`src/rtl/mdu_defs.vh`:
```
// Shared encodings for the multiply/divide unit: operation codes and FSM states.
`ifndef MDU_DEFS_VH
`define MDU_DEFS_VH

`define MDU_OP_MULTU 2'b00
`define MDU_OP_MULT  2'b01
`define MDU_OP_DIVU  2'b10
`define MDU_OP_DIV   2'b11

`define MDU_ST_IDLE  2'b00
`define MDU_ST_CALC  2'b01
`define MDU_ST_FIX   2'b10

`endif

```
`src/rtl/mult_div_unit_pkg.sv`:
```
// Typed views of the shared op and state encodings for the multiply/divide unit.
package mult_div_unit_pkg;
`include "mdu_defs.vh"

   typedef enum logic [1:0] {
      ST_IDLE = `MDU_ST_IDLE,
      ST_CALC = `MDU_ST_CALC,
      ST_FIX  = `MDU_ST_FIX
   } state_t;

   localparam logic [1:0] OP_MULTU = `MDU_OP_MULTU;
   localparam logic [1:0] OP_MULT  = `MDU_OP_MULT;
   localparam logic [1:0] OP_DIVU  = `MDU_OP_DIVU;
   localparam logic [1:0] OP_DIV   = `MDU_OP_DIV;

endpackage

```
`src/rtl/mdu_addsub.sv`:
```
// Combinational WIDTH-bit adder/subtractor; for subtraction cout=1 means no borrow.
module mdu_addsub #(
   parameter int WIDTH = 32
) (
   input  logic [WIDTH-1:0] a,
   input  logic [WIDTH-1:0] b,
   input  logic             sub,
   output logic [WIDTH-1:0] sum,
   output logic             cout
);

   logic [WIDTH-1:0] b_eff;

   always_comb begin
      b_eff       = sub ? ~b : b;
      {cout, sum} = {1'b0, a} + {1'b0, b_eff} + {{WIDTH{1'b0}}, sub};
   end

endmodule

```
`src/rtl/mult_div_unit.sv`:
```
// Sequential multiply/divide unit: one bit per cycle on operand magnitudes,
// sign correction applied in a single FIX cycle, fixed WIDTH+1 cycle latency.
module mult_div_unit
   import mult_div_unit_pkg::*;
#(
   parameter int WIDTH = 32
) (
   input  logic             clk,
   input  logic             rst_n,
   input  logic             start,
   input  logic [1:0]       op,
   input  logic [WIDTH-1:0] a,
   input  logic [WIDTH-1:0] b,
   output logic             busy,
   output logic             done,
   output logic [WIDTH-1:0] hi,
   output logic [WIDTH-1:0] lo,
   output logic             div_by_zero
);

   localparam int CW = $clog2(WIDTH) + 1;

   state_t           state, state_nxt;
   logic [1:0]       op_q;
   logic [WIDTH-1:0] acc, qreg, mag_b;
   logic             sign_a, sign_b, b_zero;
   logic [CW-1:0]    cnt;

   logic             accept, calc_en, fix_en, last;
   logic             is_div, is_signed, div_ok;
   logic [WIDTH-1:0] add_a, add_b, add_sum;
   logic             add_cout;
   logic [2*WIDTH-1:0] prod, prod_fix;
   logic [WIDTH-1:0] quo_fix, rem_fix, fix_hi, fix_lo;

   // State register
   always_ff @(posedge clk or negedge rst_n) begin
      if (!rst_n) state <= ST_IDLE;
      else        state <= state_nxt;
   end

   // Next-state logic
   always_comb begin
      state_nxt = state;
      unique case (state)
         ST_IDLE: if (start) state_nxt = ST_CALC;
         ST_CALC: if (last)  state_nxt = ST_FIX;
         ST_FIX:             state_nxt = ST_IDLE;
         default:            state_nxt = ST_IDLE;
      endcase
   end

   // FSM outputs
   always_comb begin
      busy    = (state != ST_IDLE);
      accept  = (state == ST_IDLE) && start;
      calc_en = (state == ST_CALC);
      fix_en  = (state == ST_FIX);
      last    = (cnt == CW'(WIDTH - 1));
   end

   assign is_div    = op_q[1];
   assign is_signed = op_q[0];

   // Multiply adds b into the high half when the next multiplier bit is set;
   // divide trial-subtracts b from the remainder shifted left by one bit.
   always_comb begin
      if (is_div) begin
         add_a = {acc[WIDTH-2:0], qreg[WIDTH-1]};
         add_b = mag_b;
      end else begin
         add_a = acc;
         add_b = qreg[0] ? mag_b : '0;
      end
   end

   mdu_addsub #(.WIDTH(WIDTH)) u_addsub (
      .a    (add_a),
      .b    (add_b),
      .sub  (is_div),
      .sum  (add_sum),
      .cout (add_cout)
   );

   // The bit shifted out of acc is the 33rd bit of the trial remainder.
   assign div_ok = acc[WIDTH-1] | add_cout;

   always_comb begin
      prod     = {acc, qreg};
      prod_fix = (is_signed && (sign_a ^ sign_b)) ? -prod : prod;
      quo_fix  = (is_signed && (sign_a ^ sign_b)) ? -qreg : qreg;
      rem_fix  = (is_signed && sign_a) ? -acc : acc;
      if (is_div) begin
         fix_hi = rem_fix;
         fix_lo = b_zero ? '1 : quo_fix;
      end else begin
         fix_hi = prod_fix[2*WIDTH-1:WIDTH];
         fix_lo = prod_fix[WIDTH-1:0];
      end
   end

   // Datapath: acc holds the product high half / remainder, qreg the
   // multiplier being consumed / quotient being built.
   always_ff @(posedge clk or negedge rst_n) begin
      if (!rst_n) begin
         op_q   <= '0;
         acc    <= '0;
         qreg   <= '0;
         mag_b  <= '0;
         sign_a <= 1'b0;
         sign_b <= 1'b0;
         b_zero <= 1'b0;
         cnt    <= '0;
      end else if (accept) begin
         op_q   <= op;
         sign_a <= a[WIDTH-1];
         sign_b <= b[WIDTH-1];
         qreg   <= (op[0] && a[WIDTH-1]) ? -a : a;
         mag_b  <= (op[0] && b[WIDTH-1]) ? -b : b;
         b_zero <= (b == '0);
         acc    <= '0;
         cnt    <= '0;
      end else if (calc_en) begin
         cnt <= cnt + CW'(1);
         if (is_div) begin
            acc  <= div_ok ? add_sum : add_a;
            qreg <= {qreg[WIDTH-2:0], div_ok};
         end else begin
            acc  <= {add_cout, add_sum[WIDTH-1:1]};
            qreg <= {add_sum[0], qreg[WIDTH-1:1]};
         end
      end
   end

   // Result registers change only on the FIX edge.
   always_ff @(posedge clk or negedge rst_n) begin
      if (!rst_n) begin
         hi          <= '0;
         lo          <= '0;
         div_by_zero <= 1'b0;
         done        <= 1'b0;
      end else begin
         done <= fix_en;
         if (fix_en) begin
            hi          <= fix_hi;
            lo          <= fix_lo;
            div_by_zero <= is_div && b_zero;
         end
      end
   end

endmodule

```
`config.mk`:
```
export PLATFORM = sky130hd
export DESIGN_NAME = mult_div_unit
export DESIGN_NICKNAME = d
export VERILOG_FILES = /design/src/rtl/mult_div_unit_pkg.sv /design/src/rtl/mdu_addsub.sv /design/src/rtl/mult_div_unit.sv
export VERILOG_INCLUDE_DIRS = /design/src /design/src/rtl
export SDC_FILE = /design/constraint.sdc
export NUM_CORES = 1
export LEC_CHECK = 0
export BUFFER_PORTS_ARGS = -buffer_cell sky130_fd_sc_hd__buf_2
export CAP_MARGIN = 20
export CORE_ASPECT_RATIO = 0.5
export CORE_UTILIZATION = 50
export DETAILED_ROUTE_END_ITERATION = 7
export MAX_ROUTING_LAYER = met4
export PLACE_DENSITY = 0.79
export SLEW_MARGIN = 10
export SYNTH_ARGS = -nofsm -noshare
export SYNTH_HDL_FRONTEND = slang
export SYNTH_HIERARCHICAL = 1
export SYNTH_SLANG_ARGS = --single-unit
```
`constraint.sdc`:
```
create_clock -name clk -period 4.53 [get_ports clk]
set_clock_uncertainty 0.15 [all_clocks]
set_input_delay 1.1325 -clock clk [delete_from_list [all_inputs] [get_ports clk]]
set_output_delay 1.1325 -clock clk [all_outputs]
set_load 0.05 [all_outputs]
```
# Yosys cells after proc, flatten, opt, wreduce, memory -nomap -nowiden
# Cells that the tools add are included.
op_classes:
  addsub: 8
  n_eq_ne: 5
  n_mux: 24
  n_bitwise: 3
  reduce_logical: 11
ops:
  columns: ["operator", "count"]
  rows:
  - ["$mux 32", 18]
  - ["$neg 32->32", 4]
  - ["$mux 64", 1]
  - ["$neg 64->64", 1]
  - ["$add 32x32->33", 1]
  - ["$add 33x1->33", 1]
  - ["$logic_not 32->1", 1]
  - ["$not 32->32", 1]
  - ["$mux 6", 2]
  - ["$add 6x1->6 const B", 1]
  - ["$eq 6x5->1 const B", 1]
  - ["$logic_and 1x1->1", 6]
  - ["$mux 2", 2]
  - ["$pmux 2 s2", 1]
  - ["$reduce_bool 2->1", 2]
  - ["$eq 2x1->1 const B", 1]
  - ["$eq 2x2->1 const B", 1]
  - ["$logic_not 2->1", 1]
  - ["$ne 2x1->1 const B", 1]
  - ["$ne 2x2->1 const B", 1]
  - ["$reduce_and 2->1", 1]
  - ["$or 1x1->1", 1]
  - ["$xor 1x1->1", 1]
totals:
  regBits: 175
  inputBits: 69
  out_inout_bits: 67
  elab_cells: 64

# Longest topological paths before layout
# Gate-level depths: netlist (run 1).
depth:
  word_depth: 11
  depth_mapped: 21
  ltp_nobuf: 17

# Cells and area by module
# The synthesis (run 1) kept the hierarchy.
by_module_without_submodules:
  columns: ["module", "instances", "cells_per_inst", "area_per_inst_um2"]
  rows:
  - ["mult_div_unit", 1, 1499, 11852.6]
  - ["mdu_addsub", 1, 280, 2050.7]

# Worst setup path before layout (run 1)
# OpenSTA, ideal clock, no wires.
synth_timing:
  path_type: "reg-to-reg"
  startpoint: "reg op_q[1]"
  endpoint: "reg acc[28]"
  arrival_ns: 4.462
  required_ns: 4.297
  path_slack_ns: -0.165
  path_stages_with_launch: 21
  cell_sequence: "dfrtp_1 > clkbuf_1 > clkbuf_1 > clkbuf_1 > clkbuf_1 > nand2_1 > o21ai_0 > mux2i_1 > fa_1 > nor2b_1 > o2111ai_1 > a21o_1 > a2111oi_0 > nor2_1 > o221ai_1 > a21o_1 > clkbuf_1 > o21ai_0 > a21oi_1 > a21oi_1 > o21ai_0"
synth_between:
  elab_cells_between_ends: 11
synth_lines:
  columns: ["element", "line", "rtl"]
  rows:
  - ["start: declaration", "mult_div_unit.sv:24", "logic [1:0] op_q;"]
  - ["start signal: assignment", "mult_div_unit.sv:115", "op_q <= op;"]
  - ["$mux 32", "mult_div_unit.sv:68", "if (is_div) begin"]
  - ["named net add_a[0]", "mult_div_unit.sv:31", "logic [WIDTH-1:0] add_a, add_b, add_sum;"]
  - ["$add 32x32->33", "mdu_addsub.sv:16", "{cout, sum} = {1'b0, a} + {1'b0, b_eff} + {{WIDTH{1'b0}}, sub};"]
  - ["$add 33x1->33", "mdu_addsub.sv:16", null]
  - ["named net add_cout", "mult_div_unit.sv:32", "logic add_cout;"]
  - ["$or 1x1->1", "mult_div_unit.sv:86", "assign div_ok = acc[WIDTH-1] | add_cout;"]
  - ["$mux 32", "mult_div_unit.sv:126", "acc <= div_ok ? add_sum : add_a;"]
  - ["$mux 32", "mult_div_unit.sv:125", "if (is_div) begin"]
  - ["$mux 32", "mult_div_unit.sv:123", "end else if (calc_en) begin"]
  - ["$mux 32", "mult_div_unit.sv:114", "end else if (accept) begin"]
  - ["end signal: assignment", "mult_div_unit.sv:126", null]
  - ["end signal: assignment", "mult_div_unit.sv:129", "acc <= {add_cout, add_sum[WIDTH-1:1]};"]
  - ["end: declaration", "mult_div_unit.sv:25", "logic [WIDTH-1:0] acc, qreg, mag_b;"]
# The timed path passes the listed nets, and every way through them passes these cells. The select of a mux whose other input is x is not followed.
# A chain may end at the register's enable or synchronous reset.

# Final worst setup path (run 1)
layout_timing:
  startpoint: "reg op_q[1]"
  endpoint: "reg acc[19]"
# Same word-level chain as after synthesis.

==> impl_metrics.toml, run 1 <==
[critical_path]
cp_slowest_cell = "dfrtp_4"
cp.buffers_inverters = 2
cp.required_ns = 4.74
start_kind = "flop"
cp_cell_sequence = "buf_16, mux2_2, ha_1, a21o_1, a221o_1, a21oi_2, a2111oi_2, nor2_1, o221ai_1, a21o_1, nor2_2, buf_12, nand2_1, a21oi_1, a21oi_1, o21ai_0"
cp-end-kind = "flop"
max_stage_delay_ns = 0.47
crit_fanout = 75
crit_family = "compound AO/OA/AOI/OAI gates"
critPathKind = "reg2reg"
arrival_ns = 4.47

[placed_design]
io_buffers = 135
routabilityCongestion = 1.03
dpl.cell_count = 2192
dp_hpwl_um = 31200

[flow_run]
cap_violations = 0

[clocking]
clkLatencyLatePin_ns = 0.47
cts.sinks = 175
cts-buffers-inserted = 17
clockRootBuffer = "clkbuf_16"
htree_num_levels = 4
cts_tree = "done"
clk_path_buf_depth = 2
cts-hold-fix-buffers = 0
path_clk_slew_ns = 0.08

[power]
worst_ir_drop_vdd_uv = 490
leakagePower_nw = 6.51
power_mw = 12.4
p_per_area_nw_per_um2 = 796

[logic_synthesis]
syn_inst = 1779
synth-edff-count = 0
yosys.area.top_type = "dfrtp_1"
synth_area_per_cell_sq_um = 7.82
synth.distinct_cells = 74
synth.most_common_cell = "o21ai_0"
synth_area_sq_um = 13900
ys_async_sr_fraction_pct = 100
synth_nets = 1888
synth-main-ff-cell = "dfrtp_1"
synth-seq-area-share_pct = 31.5
yosys-top-cells-area = "dfrtp_1, o21ai_0, a21oi_1, xnor2_1, nand2_1"
ys_ff_latch = 175
yosys_warnings = 6
ys_top_cells_by_count = "o21ai_0, nand2_1, dfrtp_1"
synthDominantCellAreaShare_pct = 31.5

[floorplanning]
core-area_sq_um = 26900
dieWidth_um = 238
rows = 42
die_h_um = 120
fp.dieArea_sq_um = 28500
initial_core_util_pct = 51.8
io_pins = 136

[finish]
final_util_pct = 58.0
seqCellArea_sq_um = 4380
area.growth.synth_to_final_pct = 12.0
fin_cells = 2226
multi_input_area_sq_um = 8880
nNetsFinal = 1948
fillers = 2466
num_antenna_cells = 0
drive_gt1_share_pct = 15.3

[grt]
grt_first_pass_wirelength_um = 68300
grt_use_total_pct = 31.2
antenna_found_initial = 0
grt_start_max_net_pins = 76
grt_overflow = 0
grt_pass1_vias = 12502

[route]
drc_errors = 6
vias = 13711
vias_per_cell = 6.16
drt_wl_total_um = 42300
ant_nets = 0
wl_per_cell_um = 19.0
drt_pass1_iterations = 8
drt_iter0_markers = 1430

[timing]
tightest_slew_ns = 1.07
clock.fmax_ghz = 0.235
hold_viol_final = 0
setup_viol = 0
post-route-period-util_pct = 94.0
slew_viol_final = 0
min_period_ns = 4.26
rsz0062_at_grt = "false"
setup-tns-final_ns = 0
max_slew_margin_pct = 28.2

[outcome]
violations = "design-rule violations"
status = "finished with violations"

[worst_hold_path]
hp-class = "reg2reg"
flip-flops by register name, indices dropped and copies added (netlist names):
signal       count
mag_b           32
op_q             2
hi              32
qreg            32
acc             32
div_by_zero      1
sign_a           1
state            2
done             1
cnt              6
lo              32
sign_b           1
b_zero           1
cell families after synthesis:
family	count (synthesis)	share of synthesized area, %
xor+xnor	166	10.5
simple gates	605	21.2
buf+inv	178	4.96
mux	64	4.90
compound gates	551	23.3
fa+ha+maj	40	3.65
flops	175	31.5
report_power, final:
group          internal (mW)  switching [mW]  total, mW
Sequential              2.02           0.732       2.75
Combinational           3.30            4.85       8.15
Clock                  0.762           0.733       1.50
Total                   6.08            6.31       12.4
path summary, 6_finish.rpt:
path | startpoint | endpoint | slack (ns) | cells past startpoint
worst max register to register | op_q[1] | acc[19] | 0.27 | 16
min in group asynchronous | rst_n | mag_b[24] | 0.50 | 1
worst max-delay path | op_q[1] | acc[19] | 0.27 | 16
worst min register to register | mag_b[11] | mag_b[11] | 0.32 | 2
worst min-delay path | mag_b[11] | mag_b[11] | 0.32 | 2
max in group asynchronous | rst_n | lo[28] | 2.72 | 2
area by class of cell:
type                    count  share of cell area (%)
repair buffers            187                    7.28
well taps                 374                    3.00
multi-input cells        1426                    57.0
clock inverters            13                   0.884
clock buffers              19                    2.91
flip-flops and latches    175                    28.1
inverters                  32                   0.771
worst register-to-register path: stages (launching register included):
cell and delay [ns]:
dfrtp_4 0.47, buf_16 0.32, mux2_2 0.44, ha_1 0.36, a21o_1 0.20, a221o_1 0.32
a21oi_2 0.24, a2111oi_2 0.11, nor2_1 0.23, o221ai_1 0.15, a21o_1 0.22, nor2_2 0.22
buf_12 0.23, nand2_1 0.08, a21oi_1 0.14, a21oi_1 0.05, o21ai_0 0.21
metrics by stage:
stage          cell area, sq um  setup slack [ns]  hold WS, ns
2_1_floorplan             13900            0.0680        0.286
3_3_place_gp              14900             0.396        0.306
3_5_place_dp              14900             0.180        0.316
4_1_cts                   15500            0.0246        0.329
5_1_grt                   15600            0.0171        0.341
6_report                  15600             0.270        0.325
routing by layer:
metal | global-route usage [%] | part of all wire (%)
met5 | - | 0
met4 | 9.92 | 2.3
met3 | 5.84 | 7.6
met2 | 46.3 | 45
met1 | 42.8 | 45
repair_timing:
| item | 4_1_cts | 5_1_grt |
|---|---|---|
| setup buffers | 0 | 2 |
| gates resized for setup | 0 | 7 |
| endpoints found under the setup margin | 0 | 33 |
cells in the final DEF (no fill, tap or decap), types with 5 or more instances in the layout:
| cell type | instances |
|---|---|
| mux2i_1 | 31 |
| nor3_1 | 30 |
| a21oi_1 | 169 |
| nor2b_1 | 35 |
| o21bai_1 | 7 |
| or2_2 | 6 |
| o22ai_1 | 8 |
| nor2_1 | 144 |
| o41ai_1 | 5 |
| o221ai_1 | 5 |
| a31oi_1 | 26 |
| or3_1 | 25 |
| or4_1 | 24 |
| nand2b_1 | 6 |
| inv_1 | 31 |
| o21ai_0 | 199 |
| nand3_1 | 58 |
| buf_2 | 134 |
| ha_1 | 39 |
| xnor2_1 | 93 |
| o21a_1 | 8 |
| o211ai_1 | 30 |
| clkbuf_16 | 17 |
| xor2_1 | 73 |
| o31ai_1 | 18 |
| dfrtp_1 | 174 |
| a21o_1 | 26 |
| nand4_1 | 17 |
| buf_4 | 47 |
| and2_1 | 10 |
| nor4_1 | 30 |
| a211oi_1 | 8 |
| mux2_2 | 33 |
| nand2_1 | 184 |
| and3_1 | 9 |
Note: power is estimated with default switching activity, not from simulation.
==> run 2, diff against run 1 <==
--- a/config.mk
+++ b/config.mk
@@ -10,8 +10,8 @@
 export CAP_MARGIN = 20
 export CORE_ASPECT_RATIO = 0.5
 export CORE_UTILIZATION = 50
+export CTS_CLUSTER_DIAMETER = 30
 export DETAILED_ROUTE_END_ITERATION = 7
-export MAX_ROUTING_LAYER = met4
 export PLACE_DENSITY = 0.79
 export SLEW_MARGIN = 10
 export SYNTH_ARGS = -nofsm -noshare
==> impl_metrics.toml, run 2 (same netlist as run 1, synthesis figures left out) <==
[floorplanning]
die_h_um = 120
io_pins = 136
dieWidth_um = 238
core-area_sq_um = 26900
rows = 42
fp.dieArea_sq_um = 28500
initial_core_util_pct = 51.8

[power]
p_per_area_nw_per_um2 = 788
leakagePower_nw = 6.49
swShare_pct = 50.4
worst_ir_drop_vdd_uv = 404
p_seq_share_pct = 22.5
power_mw = 12.3
comb_power_share_pct = 64.9
p_sw_mw = 6.18
clock_power_share_pct = 12.6
p_int_mw = 6.08

[grt]
grt_use_total_pct = 30.0
grt_start_max_net_pins = 103
grt_pass1_vias = 12665
grt_overflow = 0
grt_first_pass_wirelength_um = 67900
antenna_found_initial = 0

[clocking]
cts.sinks = 175
cts-buffers-inserted = 17
clkLatencyLatePin_ns = 0.46
clockRootBuffer = "clkbuf_16"
path_clk_slew_ns = 0.08
cts_tree = "done"
htree_num_levels = 4
post-cts-setup-buffers = 0
cts-hold-fix-buffers = 0
clk_path_buf_depth = 2

[critical_path]
arrival_ns = 4.50
cp.required_ns = 4.75
crit_fanout = 54
r2r-start = "op_q[1]"
cp-end-kind = "flop"
crit_start = "op_q[1]"
critPathKind = "reg2reg"
start_kind = "flop"

[timing]
min_period_ns = 4.28
setup-tns-final_ns = 0
max_slew_margin_pct = 31.0
rsz0062_at_grt = "false"
fin_ws_ns = 0.246
clock.fmax_ghz = 0.233
tightest_slew_ns = 1.03
slew_viol_final = 0
hold_viol_final = 0
setup_viol = 0
post-route-period-util_pct = 94.6

[outcome]
status = "finished clean"

[placed_design]
io_buffers = 135
pre_cts_ws_ns = 0.188
routabilityCongestion = 1.03
dp_hpwl_um = 30900

[route]
drt_iter0_markers = 1247
drt_wl_total_um = 42000
ant_nets = 0
wl_per_cell_um = 18.9
drc_errors = 0
vias_per_cell = 6.14
drt_pass1_iterations = 5
vias = 13655

[finish]
num_antenna_cells = 0
layout_common_cells = "o21ai_0, nand2_1, dfrtp_1, a21oi_1, nor2_1"
area.growth.synth_to_final_pct = 11.8
final_util_pct = 57.9
nNetsFinal = 1946
drive_gt1_share_pct = 15.0
layout_commonest_cell = "o21ai_0"

[flow_run]
cap_violations = 0

[worst_hold_path]
hp-class = "reg2reg"
min-delay-start = "mag_b[20]"
## run 2: area by class of cell
| class | instances | area [sq um] |
|---|---|---|
| Fill cell | 2476 | 11300 |
| Inverter | 32 | 120 |
| Multi-Input combinational cell | 1426 | 8860 |
| Timing Repair Buffer | 185 | 1110 |
| Clock inverter | 14 | 178 |
| Tap cell | 374 | 468 |
| Sequential cell | 175 | 4380 |
| Clock buffer | 17 | 425 |
## run 2: power groups by stage
stage / combinational, mW / sequential [mW] / clock [mW]
2_1_floorplan: 6.14 / 2.27 / 0
3_3_place_gp: 7.67 / 2.74 / 0
3_5_place_dp: 7.74 / 2.75 / 0
4_1_cts: 7.80 / 2.72 / 1.57
5_1_grt: 8.76 / 2.81 / 1.63
6_report: 7.96 / 2.75 / 1.54
## run 2: metal layers
| metal | up-vias | GRT usage [%] | routed length, um |
|---|---|---|---|
| met4 | 0 | 9.84 | 1180 |
| li1 | 6473 | - | - |
| met1 | 6533 | 42.3 | 19200 |
| met2 | 565 | 46.8 | 18700 |
| met5 | - | 0 | 0 |
| met3 | 84 | 4.74 | 2990 |
## run 2: path summary, 6_finish.rpt
path,end,slack (ns),depth (start not counted)
min reg2reg,mag_b[20],0.32,2
max reg2reg,acc[28],0.25,17
min,mag_b[20],0.32,2
max in group asynchronous,lo[16],2.90,2
min in group asynchronous,mag_b[18],0.42,1
max,acc[28],0.25,17
## run 2: what timing repair did
item	4_1_cts	5_1_grt
endpoints found under the hold margin	0	0
gates resized for setup	0	5
setup endpoints to repair	0	30
## run 2: stage by stage
stage	hold slack, ns	instances	cell area [sq um]
floorplan	0.286	1779	13900
CTS	0.329	2223	15500
global placement	0.302	2192	14900
finish	0.321	2223	15500
detailed placement	0.311	2192	14900
global route	0.346	2223	15500
## run 2: critical path: stages, from the launching register on
cell and delay [ns]:
dfrtp_4 0.43, buf_12 0.25, buf_6 0.31, mux2_2 0.39, ha_1 0.32, a21oi_1 0.25
o21bai_1 0.10, a21oi_1 0.21, o221ai_1 0.15, nor2_1 0.26, o221ai_1 0.15, a21o_1 0.25
nor2_2 0.21, buf_12 0.22, nand2_1 0.07, a21oi_1 0.14, a21oi_1 0.06, o21ai_0 0.20
